$ cat config.mk
export PLATFORM = sky130hd
export DESIGN_NAME = gf180mcu_fd_sc_mcu7t5v0__gate2_bist_flat
export DESIGN_NICKNAME = d
export VERILOG_FILES = /design/src/rtl/gf180mcu_fd_sc_mcu7t5v0__bist_pkg.sv /design/src/rtl/gf180mcu_fd_sc_mcu7t5v0__gate2_bist_if.sv /design/src/rtl/gf180mcu_fd_sc_mcu7t5v0__bist_misr.sv /design/src/rtl/gf180mcu_fd_sc_mcu7t5v0__gate2_bist.sv /design/src/flat_wrapper.sv
export SDC_FILE = /design/constraint.sdc
export NUM_CORES = 1
export LEC_CHECK = 0
export ABC_AREA = 1
export CAP_MARGIN = 0
export CELL_PAD_IN_SITES_DETAIL_PLACEMENT = 1
export CELL_PAD_IN_SITES_GLOBAL_PLACEMENT = 2
export CORE_UTILIZATION = 31
export DETAILED_ROUTE_END_ITERATION = 10
export GPL_ROUTABILITY_DRIVEN = 0
export PLACE_DENSITY_LB_ADDON = 0.1
export REMOVE_ABC_BUFFERS = 1
export SETUP_SLACK_MARGIN = 0.1
export SLEW_MARGIN = 10
export SYNTH_ARGS = -nofsm -noshare
export SYNTH_HDL_FRONTEND = slang
export SYNTH_SLANG_ARGS = --single-unit
$ cat constraint.sdc
create_clock -name CLK -period 1.9 [get_ports CLK]
set_input_delay 0.285 -clock CLK [delete_from_list [all_inputs] [get_ports CLK]]
set_output_delay 0.285 -clock CLK [all_outputs]
set_load 0.1 [all_outputs]
$ cat src/rtl/gf180mcu_fd_sc_mcu7t5v0__bist_pkg.sv
// Shared types and constants for the 2-input cell BIST driver/checker.
package gf180mcu_fd_sc_mcu7t5v0__bist_pkg;

  localparam int unsigned NUM_VEC    = 4;
  localparam int unsigned VEC_W      = 2;
  localparam int unsigned ERR_CNT_W  = 8;
  localparam int unsigned SIG_W      = 8;
  localparam int unsigned CNT_W      = 4;
  localparam int unsigned LOOP_W     = 8;
  localparam int unsigned LOOP_CMP_W = LOOP_W + 1;

  localparam logic [SIG_W-1:0] MISR_POLY = 8'h1D;

  typedef enum logic [2:0] {
    IDLE,
    APPLY,
    SETTLE,
    SAMPLE,
    FINISH
  } state_e;

  // One MISR step: shift, fold in the polynomial on MSB carry-out, xor in the response bit.
  function automatic logic [SIG_W-1:0] misr_step(input logic [SIG_W-1:0] sig, input logic d);
    return {sig[SIG_W-2:0], 1'b0} ^ (sig[SIG_W-1] ? MISR_POLY : SIG_W'(0)) ^ SIG_W'(d);
  endfunction

endpackage

$ cat src/rtl/gf180mcu_fd_sc_mcu7t5v0__gate2_bist_if.sv
// Control/status and CUT stimulus/response bundle of the gate2 BIST.
// SIG is present only when GF180MCU_FD_SC_MCU7T5V0__BIST_SIGNATURE_EN is defined.
interface gf180mcu_fd_sc_mcu7t5v0__gate2_bist_if;
  import gf180mcu_fd_sc_mcu7t5v0__bist_pkg::*;

  logic                 START;
  logic                 A1;
  logic                 A2;
  logic                 ZN;
  logic                 BUSY;
  logic                 DONE;
  logic                 PASS;
  logic [ERR_CNT_W-1:0] ERR_CNT;
  logic [NUM_VEC-1:0]   FAIL_VEC;

`ifdef GF180MCU_FD_SC_MCU7T5V0__BIST_SIGNATURE_EN
  logic [SIG_W-1:0]     SIG;

  modport slave  (input  START, ZN,
                  output A1, A2, BUSY, DONE, PASS, ERR_CNT, FAIL_VEC, SIG);
  modport master (output START, ZN,
                  input  A1, A2, BUSY, DONE, PASS, ERR_CNT, FAIL_VEC, SIG);
`else
  modport slave  (input  START, ZN,
                  output A1, A2, BUSY, DONE, PASS, ERR_CNT, FAIL_VEC);
  modport master (output START, ZN,
                  input  A1, A2, BUSY, DONE, PASS, ERR_CNT, FAIL_VEC);
`endif

endinterface

$ cat src/rtl/gf180mcu_fd_sc_mcu7t5v0__bist_misr.sv
// 8-bit response signature register (x^8+x^4+x^3+x^2+1) with clear and enable.
module gf180mcu_fd_sc_mcu7t5v0__bist_misr
  import gf180mcu_fd_sc_mcu7t5v0__bist_pkg::*;
(
  input  logic             clk_i,
  input  logic             rst_i,
  input  logic             clr_i,
  input  logic             en_i,
  input  logic             d_i,
  output logic [SIG_W-1:0] sig_o
);

  logic [SIG_W-1:0] sig_q;

  always_ff @(posedge clk_i) begin
    if (rst_i || clr_i) begin
      sig_q <= '0;
    end else if (en_i) begin
      sig_q <= misr_step(sig_q, d_i);
    end
  end

  assign sig_o = sig_q;

endmodule

$ cat src/rtl/gf180mcu_fd_sc_mcu7t5v0__gate2_bist.sv
// Exhaustive BIST driver/checker for a 2-input combinational cell.
// Defining GF180MCU_FD_SC_MCU7T5V0__BIST_SIGNATURE_EN adds the SIG port and MISR.
module gf180mcu_fd_sc_mcu7t5v0__gate2_bist
  import gf180mcu_fd_sc_mcu7t5v0__bist_pkg::*;
#(
  parameter logic [NUM_VEC-1:0] TRUTH         = 4'b0111,
  parameter int unsigned        SETTLE_CYCLES = 2,
  parameter int unsigned        LOOPS         = 1
) (
  input  logic                                   CLK,
  input  logic                                   RST,
  gf180mcu_fd_sc_mcu7t5v0__gate2_bist_if.slave   bist_if
);

  // SETTLE occupies SETTLE_CYCLES-1 cycles; with a single settle cycle it is skipped.
  localparam int unsigned SETTLE_HOLD = (SETTLE_CYCLES > 1) ? SETTLE_CYCLES - 2 : 0;
  localparam bit          SKIP_SETTLE = (SETTLE_CYCLES <= 1);

  state_e               state_q;
  logic [VEC_W-1:0]     idx_q;
  logic [LOOP_W-1:0]    loop_q;
  logic [CNT_W-1:0]     cnt_q;
  logic                 armed_q;
  logic                 a1_q;
  logic                 a2_q;
  logic                 busy_q;
  logic                 done_q;
  logic                 pass_q;
  logic [ERR_CNT_W-1:0] err_q;
  logic [NUM_VEC-1:0]   fail_vec_q;

  logic                 launch_c;
  logic                 mismatch_c;
  logic                 last_c;
  logic [ERR_CNT_W-1:0] err_d;

  // START must be seen low in IDLE before it can launch again (no retrigger at DONE).
  assign launch_c   = (state_q == IDLE) && bist_if.START && armed_q;
  assign mismatch_c = (bist_if.ZN !== TRUTH[idx_q]);
  assign err_d      = (err_q == '1) ? err_q : err_q + ERR_CNT_W'(1);
  assign last_c     = (idx_q == VEC_W'(NUM_VEC - 1)) &&
                      ((LOOP_CMP_W'(loop_q) + LOOP_CMP_W'(1)) == LOOP_CMP_W'(LOOPS));

  always_ff @(posedge CLK) begin
    if (RST) begin
      state_q    <= IDLE;
      idx_q      <= '0;
      loop_q     <= '0;
      cnt_q      <= '0;
      armed_q    <= 1'b1;
      a1_q       <= 1'b0;
      a2_q       <= 1'b0;
      busy_q     <= 1'b0;
      done_q     <= 1'b0;
      pass_q     <= 1'b0;
      err_q      <= '0;
      fail_vec_q <= '0;
    end else begin
      done_q <= 1'b0;
      unique case (state_q)
        IDLE: begin
          if (launch_c) begin
            err_q      <= '0;
            fail_vec_q <= '0;
            pass_q     <= 1'b0;
            idx_q      <= '0;
            loop_q     <= '0;
            armed_q    <= 1'b0;
            state_q    <= APPLY;
          end else if (!bist_if.START) begin
            armed_q <= 1'b1;
          end
        end
        APPLY: begin
          {a2_q, a1_q} <= idx_q;
          busy_q       <= 1'b1;
          cnt_q        <= CNT_W'(SETTLE_HOLD);
          state_q      <= SKIP_SETTLE ? SAMPLE : SETTLE;
        end
        SETTLE: begin
          if (cnt_q == '0) begin
            state_q <= SAMPLE;
          end else begin
            cnt_q <= cnt_q - CNT_W'(1);
          end
        end
        SAMPLE: begin
          if (mismatch_c) begin
            err_q             <= err_d;
            fail_vec_q[idx_q] <= 1'b1;
          end
          idx_q <= idx_q + VEC_W'(1);
          if (idx_q == VEC_W'(NUM_VEC - 1)) begin
            loop_q <= loop_q + LOOP_W'(1);
          end
          state_q <= last_c ? FINISH : APPLY;
        end
        FINISH: begin
          done_q  <= 1'b1;
          busy_q  <= 1'b0;
          pass_q  <= (err_q == '0);
          state_q <= IDLE;
        end
        default: state_q <= IDLE;
      endcase
    end
  end

  assign bist_if.A1       = a1_q;
  assign bist_if.A2       = a2_q;
  assign bist_if.BUSY     = busy_q;
  assign bist_if.DONE     = done_q;
  assign bist_if.PASS     = pass_q;
  assign bist_if.ERR_CNT  = err_q;
  assign bist_if.FAIL_VEC = fail_vec_q;

`ifdef GF180MCU_FD_SC_MCU7T5V0__BIST_SIGNATURE_EN
  logic sample_c;
  assign sample_c = (state_q == SAMPLE);

  gf180mcu_fd_sc_mcu7t5v0__bist_misr u_misr (
    .clk_i (CLK),
    .rst_i (RST),
    .clr_i (launch_c),
    .en_i  (sample_c),
    .d_i   (bist_if.ZN),
    .sig_o (bist_if.SIG)
  );
`endif

endmodule

$ cat src/flat_wrapper.sv
// flat-port wrapper written by rule: the top's interface ports become plain ports
module gf180mcu_fd_sc_mcu7t5v0__gate2_bist_flat import gf180mcu_fd_sc_mcu7t5v0__bist_pkg::*;
#(
  parameter logic [NUM_VEC-1:0] TRUTH         = 4'b0111,
  parameter int unsigned        SETTLE_CYCLES = 2,
  parameter int unsigned        LOOPS         = 1
)
  (CLK, RST, bist_if_START, bist_if_ZN, bist_if_A1, bist_if_A2, bist_if_BUSY, bist_if_DONE, bist_if_PASS, bist_if_ERR_CNT, bist_if_FAIL_VEC);
  gf180mcu_fd_sc_mcu7t5v0__gate2_bist_if bist_if_i ();
  input  logic CLK;
  input  logic RST;
  input wire logic [$bits(bist_if_i.START)-1:0] bist_if_START;
  input wire logic [$bits(bist_if_i.ZN)-1:0] bist_if_ZN;
  output wire logic [$bits(bist_if_i.A1)-1:0] bist_if_A1;
  output wire logic [$bits(bist_if_i.A2)-1:0] bist_if_A2;
  output wire logic [$bits(bist_if_i.BUSY)-1:0] bist_if_BUSY;
  output wire logic [$bits(bist_if_i.DONE)-1:0] bist_if_DONE;
  output wire logic [$bits(bist_if_i.PASS)-1:0] bist_if_PASS;
  output wire logic [$bits(bist_if_i.ERR_CNT)-1:0] bist_if_ERR_CNT;
  output wire logic [$bits(bist_if_i.FAIL_VEC)-1:0] bist_if_FAIL_VEC;
  assign bist_if_i.START = bist_if_START;
  assign bist_if_i.ZN = bist_if_ZN;
  assign bist_if_A1 = bist_if_i.A1;
  assign bist_if_A2 = bist_if_i.A2;
  assign bist_if_BUSY = bist_if_i.BUSY;
  assign bist_if_DONE = bist_if_i.DONE;
  assign bist_if_PASS = bist_if_i.PASS;
  assign bist_if_ERR_CNT = bist_if_i.ERR_CNT;
  assign bist_if_FAIL_VEC = bist_if_i.FAIL_VEC;
  gf180mcu_fd_sc_mcu7t5v0__gate2_bist #(.TRUTH(TRUTH), .SETTLE_CYCLES(SETTLE_CYCLES), .LOOPS(LOOPS)) u_core (.CLK(CLK), .RST(RST), .bist_if(bist_if_i));
endmodule
# Word-level counts from Yosys, hierarchy flattened
# Cells that the tools add are included.
# op_classes
eq_ne	15
n_addsub	5
muxes	27
n_lt_le_gt_ge	2
reduce_logical	19
n_bitwise	1
# op_table
operator	n
$mux W8	4
$pmux W8 S2	2
$add A8 B1 Y8 const B	2
$pmux W4 S2	2
$mux W4	3
$pmux W3 S4	1
$ne A2 B1 Y1 const B	5
$reduce_and A2 Y1	5
$add A8 B1 Y9 const B	1
$eq A9 B1 Y1 const B	1
$mux W3	3
$eq A8 B8 Y1 const B	1
$logic_not A8 Y1	1
$reduce_bool A2 Y1	4
$eq A3 B2 Y1 const B	2
$mux W1	6
$reduce_and A3 Y1	2
$logic_and A1 B1 Y1	4
$logic_not A4 Y1	1
$ne A2 B2 Y1 const B	2
$or A4 B4 Y4	1
$pmux W1 S2	2
$pmux W2 S2	1
$reduce_and A4 Y1	1
12 further kinds	12
# totals
wordCells	81
reg_bits	35
output_inout_bits	17

# Longest topological paths before layout
# Gate-level depths: netlist of run 1.
# depth
depth_word	7
ltp_mapped	10

# Least setup slack after synthesis of run 1
# OpenSTA, ideal clock, no wires.
# synth_timing
path_kind	register -> register
from	register u_core.err_q[1] (netlist: u_core.bist_if.ERR_CNT[1])
to	register u_core.err_q[5] (netlist: u_core.bist_if.ERR_CNT[5])
setup_time_ps	132
arrival_time_ps	2077
synth_period_minus_slack_ps	2209
path_slack_ps	-309
path_stages_with_launch	11
path_cell_list	dfxtp_1 -> ha_1 -> nand2_1 -> inv_1 -> nand3_1 -> nor2_1 -> nand2_1 -> nand3_4 -> inv_4 -> nand2_1 -> a21oi_1
# synth_via
elab_chain_cells	4
elab_cells_between_ends	7
classes_between	1 x add/sub; 2 x eq/ne; 3 x mux; 1 x reduce/logical
# synth_rtl
element	line	source
from (decl)	gf180mcu_fd_sc_mcu7t5v0__gate2_bist.sv:29	logic [ERR_CNT_W-1:0] err_q;
from (signal assigned)	gf180mcu_fd_sc_mcu7t5v0__gate2_bist.sv:89	err_q <= err_d;
$add A8 B1 Y8	gf180mcu_fd_sc_mcu7t5v0__gate2_bist.sv:40	assign err_d = (err_q == '1) ? err_q : err_q + ERR_CNT_W'(1);
$mux W8	gf180mcu_fd_sc_mcu7t5v0__gate2_bist.sv:40	
$mux W8	gf180mcu_fd_sc_mcu7t5v0__gate2_bist.sv:88	if (mismatch_c) begin
$pmux W8 S2	gf180mcu_fd_sc_mcu7t5v0__gate2_bist.sv:60	unique case (state_q)
# Several ways; a longest one is shown, not always the timed one. The select of a mux whose other input is x is not followed.
# A chain may end at the register's enable or synchronous reset.

# Worst setup path in the final report of run 1
# layout_timing
from	register u_core.err_q[0] (netlist: u_core.bist_if.ERR_CNT[0])
to	register u_core.err_q[2] (netlist: u_core.bist_if.ERR_CNT[2])
# Same word-level chain as after synthesis.

==> results by group, run 1 <==
Outcome
  • Status: complete, no violations

Floorplan
  • DIE HEIGHT: between 80 and 90 µm
  • Horiz. Die Dim: 80.7 µm
  • Starting Density: 32.2%
  • FP Rows: 28
  • Area of the die: between 6000 and 7000 µm²
  • I/O pin cnt: 21
  • Core area: 5960 µm²

STA
  • Worst Max-Slew Pin Slew: ~0.46 ns
  • Max frequency: about 630 MHz
  • Fin. Hold Viols: 0
  • Slew headroom: between 60 and 70%
  • Unrepaired setup endpoints after global routing: no
  • Period utilization: about 84%
  • Period minus WS final: 1.59 ns
  • Max-slew violations: 0
  • Skew final: approximately 0.0028 ns
  • Setup-failing EPs final: 0

Worst setup path
  • Critical Path End Type: flip-flop
  • Crit Path Max Fanout: 8
  • Setup Crit Path Kind: flip-flop to flip-flop
  • Origin of the critical flop-to-flop path: u_core.bist_if.ERR_CNT[0]$_SDFFE_PP0P_
  • Worst R2R End: u_core.bist_if.ERR_CNT[2]$_SDFFE_PP0P_
  • Critical Path AT: 1.78 ns
  • Setup slack, reg-to-reg: 0.31 ns
  • Setup crit start: u_core.bist_if.ERR_CNT[0]$_SDFFE_PP0P_
  • Critical Path End: u_core.bist_if.ERR_CNT[2]$_SDFFE_PP0P_
  • Worst setup SP type: flip-flop
  • Worst EP required: 2.09 ns
  • R2r worst-path depth: 10

Yosys
  • Register area share after synthesis: a little over a third
  • Mapped cell area: roughly 1900 µm²
  • Gate Count Post-Synth: 269
  • YS warnings: 0
  • Cell variety after synth: 32
  • Synth Register Bits: 35
  • Avg Inst Size Synth: 7.14 µm²

Placement
  • DP Area: 2240 µm²
  • DP Cell Count: 367
  • Post-DP HPWL: 3650 µm
  • I/O Buffers: 20

Route
  • Antenna viol nets, final: 0
  • Vias: 1731
  • DR iter-0 viols: 34
  • Via density: 4.62
  • Top sig layer: met4
  • Detailed Routing Iterations Pass 1: 4
  • WL final: 4770 µm
  • Met3 Wirelength: 131 µm
  • Met2 Routed Length: 2130 µm
  • Drt wl/cell: about 13 µm
  • Remaining DRCs: 0
  • WL met1: 2440 µm

GRT
  • Total GRT Usage: 16.9%
  • Vias in the first global route: between 1500 and 2000
  • Largest net degree at the start of global routing: 16
  • Total grt overflow: 0
  • Initial antenna violation count: 0
  • First-pass GRT wire length: 8200 µm

Power and ir drop
  • Total power: 2.70 mW
  • Leakage power: 0.988 nW
  • Peak supply drop: 482 µV
  • Pwr per Cell Area: 1150 nW/µm²

Flow run
  • Maxcap violations: 0

Clocking
  • CTS root buf: clkbuf_8
  • CTS clock-pin slew for the worst setup and hold paths: 0.07 ns
  • Clk buf depth: 2
  • Resized cells post-CTS: 0
  • Clk Latency, worst-skew pair: 0.29 ns
  • Clock H-tree levels: 2
  • TritonCTS Buffers: 5
  • Cts hold-fix bufs: 0
  • Postcts setup bufs: 0
  • CTS tree: yes
  • Sink Count: 35

Layout
  • Fin cells: 375
  • Fillers: 757
  • Most frequent cells in the layout: nand2_1 (66), inv_1 (37), dfxtp_1 (35)
  • Commonest non-fill, non-tap cell in the layout: nand2_1
  • Area grow syn2layout: 22.0%
  • Fin area: between 2000 and 2500 µm²
  • Antenna diode count: 0
  • Share of cells above drive strength 1: 16.3%
  • Fin nets: about 310

Min path
  • HP Class: flip-flop to flip-flop
worst min path at each step:
stage,end,startpoint,cells after the start
after floorplan,u_core.bist_if.A2$_SDFFE_PP0P_,RST,1
after CTS,u_core.bist_if.FAIL_VEC[0]$_SDFFE_PP0P_,u_core.bist_if.FAIL_VEC[0]$_SDFFE_PP0P_,2
after global routing,u_core.bist_if.FAIL_VEC[2]$_SDFFE_PP0P_,u_core.bist_if.FAIL_VEC[2]$_SDFFE_PP0P_,2
after detailed placement,u_core.bist_if.FAIL_VEC[0]$_SDFFE_PP0P_,u_core.bist_if.FAIL_VEC[0]$_SDFFE_PP0P_,2
after global placement,u_core.bist_if.FAIL_VEC[3]$_SDFFE_PP0P_,u_core.bist_if.FAIL_VEC[3]$_SDFFE_PP0P_,2
final,u_core.bist_if.FAIL_VEC[1]$_SDFFE_PP0P_,u_core.bist_if.FAIL_VEC[1]$_SDFFE_PP0P_,2
cell type report:
type	count	area, µm²	area share, %
Sequential cell	35	701	29.9
Tap cell	75	93.8	4.01
Clock buffer	8	100	4.28
Multi-Input combinational cell	188	1030	44.1
Inverter	41	159	6.79
Timing Repair Buffer	28	255	10.9
state kept, by name, summed over array words and instances (netlist names), 2 cells and up:
name and cells:
u_core.state_q 3, u_core.bist_if.ERR_CNT 8, u_core.cnt_q 4, u_core.loop_q 8
u_core.bist_if.FAIL_VEC 4, u_core.idx_q 2
cell usage after synthesis (all sizes together):
cell	number	area (µm²)
nand2	70	292
inv	41	159
dfxtp	35	701
a21oi	32	164
nor2	25	120
nand3	16	110
o21ai	12	60.1
ha	11	138
nor3	6	35.0
nand4	5	31.3
clkbuf	3	11.3
o21bai	3	22.5
xor2	3	26.3
buf	2	16.3
nor4	2	12.5
a31oi	1	6.26
or2	1	6.26
xnor2	1	8.76
metrics by stage:
stage	setup TNS, ns	hold WS (ns)	worst slack [ns]	utilization [%]
2_1_floorplan	-2.37	0.354	-0.308	-
3_3_place_gp	0	0.439	0.285	37.6
3_5_place_dp	0	0.445	0.269	37.6
4_1_cts	0	0.457	0.280	39.3
5_1_grt	0	0.473	0.141	39.3
6_report	0	0.450	0.305	39.3
cells by family (layout without fill, tap and decap cells):
| family | after synthesis | count (layout) | synth area share [%] |
|---|---|---|---|
| buf+inv | 46 | 77 | 9.71 |
| xor+xnor | 4 | 4 | 1.83 |
| compound gates | 48 | 48 | 13.2 |
| simple gates | 125 | 125 | 31.6 |
| flops | 35 | 35 | 36.5 |
| fa+ha+maj | 11 | 11 | 7.17 |
power breakdown:
group | switching (mW) | leakage [nW] | total, mW | internal (mW)
Clock | 0.278 | 0.0515 | 0.609 | 0.331
Sequential | 0.122 | 0.285 | 0.998 | 0.876
Combinational | 0.765 | 0.652 | 1.09 | 0.329
Total | 1.16 | 0.988 | 2.70 | 1.54
worst max-delay path, stage by stage, from the launching register on:
cell	delay [ns]
dfxtp_1	0.35
ha_1	0.20
nand2_1	0.09
inv_1	0.07
nand3_1	0.13
nor2_1	0.16
nand2_1	0.15
nand3_4	0.15
inv_4	0.07
nand2_1	0.08
a21oi_2	0.05
layer usage:
layer	vias to the layer above	GRT usage, %
met1	785	22.7
met5	-	0
li1	922	-
met4	0	5.89
met3	7	3.52
met2	17	26.4
Note: power is estimated with default switching activity, not from simulation.
==> run 2: changes to the inputs <==
Clock period 1.9 ns to 1.6 ns, I/O delays scaled along.
==> results by group, run 2 (synthesized netlist as in run 1, its figures left out) <==
Outcome
  • Status: complete, no violations

Route
  • Antenna viol nets, final: 0
  • WL final: 5110 µm
  • DR iter-0 viols: 80
  • Remaining DRCs: 0
  • Vias: 1808
  • Drt wl/cell: 13.2 µm
  • Via density: 4.66
  • Detailed Routing Iterations Pass 1: 4

GRT
  • Vias in the first global route: 1803
  • Total GRT Usage: 17.0%
  • Initial antenna violation count: 0
  • Total grt overflow: 0
  • Largest net degree at the start of global routing: 16
  • First-pass GRT wire length: roughly 8400 µm

Worst setup path
  • Worst EP required: between 1.5 and 2 ns
  • Critical Path End Type: flip-flop
  • Setup Crit Path Kind: flip-flop to flip-flop
  • Crit Path Max Fanout: 8
  • Critical Path AT: 1.64 ns
  • Critical path buffers and inverters: 2
  • Delay of the slowest critical-path stage: roughly 0.37 ns
  • Highest-delay cell along the critical path: dfxtp_4
  • Worst setup SP type: flip-flop
  • Critical Path, Cell by Cell: inv_6, nand2_4, nor2_4, nand3_4, nand2_8, nand3_4, inv_6, nand2_1, a21oi_2
  • Critical path's top delay family: simple AND/OR/NAND/NOR gates

Layout
  • Fillers: 719
  • Fin cells: 388
  • Commonest non-fill, non-tap cell in the layout: nand2_1
  • Area grow syn2layout: 41.7%
  • Antenna diode count: 0
  • Fin nets: 329
  • Area of the multi-input gates: approximately 1100 µm²
  • Share of cells above drive strength 1: 26.2%
  • Most frequent cells in the layout: nand2_1 (63), inv_1 (34), dfxtp_1 (30)
  • Register area: about 710 µm²

Power and ir drop
  • Clock power share: 17.8%
  • Peak supply drop: around 640 µV
  • Sw Ratio: 43.1%
  • Total power: 3.36 mW
  • Int Pwr: ~1.9 mW
  • Net Sw Power: 1.45 mW
  • Leakage power: 1.09 nW
  • Reg power frac: 36.2%
  • Combinational share of power: 46.1%
  • Pwr per Cell Area: 1240 nW/µm²

Placement
  • DP Cell Count: 375
  • Post-DP HPWL: 3790 µm
  • I/O Buffers: 20

Clocking
  • Clock H-tree levels: 2
  • TritonCTS Buffers: 5
  • CTS tree: yes
  • Clk Latency, worst-skew pair: 0.28 ns
  • CTS clock-pin slew for the worst setup and hold paths: 0.07 ns
  • CTS root buf: clkbuf_8
  • Sink Count: 35
  • Clk buf depth: 2

STA
  • Unrepaired setup endpoints after global routing: yes
  • Max-slew violations: 0
  • Period minus WS final: 1.42 ns
  • Period utilization: 88.5%
  • Slew headroom: 81.3%
  • Fin. Hold Viols: 0
  • Max frequency: a little over 700 MHz
  • Setup-failing EPs final: 0
  • Worst Max-Slew Pin Slew: 0.279 ns
  • Skew final: 0.00444 ns

Floorplan
  • FP Rows: 28
  • Core area: 5960 µm²
  • Starting Density: 32.2%
  • DIE HEIGHT: 80.7 µm
  • Horiz. Die Dim: around 80 µm
  • Area of the die: 6510 µm²
  • I/O pin cnt: 21

Flow run
  • Maxcap violations: 0

Min path
  • HP Class: flip-flop to flip-flop
[run 2: worst register-to-register path: stages (launching register included)]
cell and delay, ns:
dfxtp_4 0.37, inv_6 0.08, nand2_4 0.06, nor2_4 0.15
nand3_4 0.13, nand2_8 0.13, nand3_4 0.14, inv_6 0.11
nand2_1 0.07, a21oi_2 0.12
[run 2: path summary, 6_finish.rpt]
kind                                                     start                                     end  slack, ns  depth (start not counted)
worst max-delay path            u_core.state_q[0]$_SDFFE_PP0P_  u_core.bist_if.ERR_CNT[2]$_SDFFE_PP0P_       0.18                          9
worst min-delay path             u_core.loop_q[4]$_SDFFE_PP0P_           u_core.loop_q[4]$_SDFFE_PP0P_       0.50                          2
worst max register to register  u_core.state_q[0]$_SDFFE_PP0P_  u_core.bist_if.ERR_CNT[2]$_SDFFE_PP0P_       0.18                          9
worst min register to register   u_core.loop_q[4]$_SDFFE_PP0P_           u_core.loop_q[4]$_SDFFE_PP0P_       0.50                          2
[run 2: power by group through the flow]
| stage | sequential [mW] | clock [mW] | combinational [mW] |
|---|---|---|---|
| 4_1_cts | 1.19 | 0.633 | 1.45 |
| 2_1_floorplan | 1.39 | 0 | 0.807 |
| 6_report | 1.21 | 0.597 | 1.55 |
| 5_1_grt | 1.24 | 0.656 | 1.74 |
| 3_3_place_gp | 1.20 | 0 | 1.42 |
| 3_5_place_dp | 1.21 | 0 | 1.44 |
[run 2: repair_timing]
item / in CTS / in global routing
hold buffers: 0 / 0
setup endpoints to repair: 8 / 22
pin swaps: 1 / 9
setup buffers: 0 / 7
resized for setup: 4 / 28
[run 2: layout make-up]
class / count / share of cell area [%]
Clock buffer: 6 / 2.67
Multi-Input combinational cell: 188 / 41.2
Inverter: 41 / 6.12
Sequential cell: 35 / 26.1
Tap cell: 75 / 3.45
Timing Repair Buffer: 43 / 20.4
[run 2: stage by stage]
| step | instance area, µm² | util [%] | setup slack [ns] | hold WS (ns) | setup TNS (ns) |
|---|---|---|---|---|---|
| 2_1_floorplan | 1890 | - | -0.608 | 0.309 | -4.81 |
| 3_3_place_gp | 2480 | 41.6 | 0.0275 | 0.479 | 0 |
| 3_5_place_dp | 2480 | 41.6 | 0.00898 | 0.480 | 0 |
| 4_1_cts | 2560 | 43.0 | 0.101 | 0.492 | 0 |
| 5_1_grt | 2720 | 45.7 | 0.0841 | 0.527 | 0 |
| 6_report | 2720 | 45.7 | 0.183 | 0.495 | 0 |
[run 2: metal layers]
metal,vias up,global-route usage [%],share of wire [%]
met5,-,0,0
met4,0,4.82,0.90
met3,4,3.75,2.2
met2,22,28.4,48
met1,835,21.9,49
li1,947,-,-
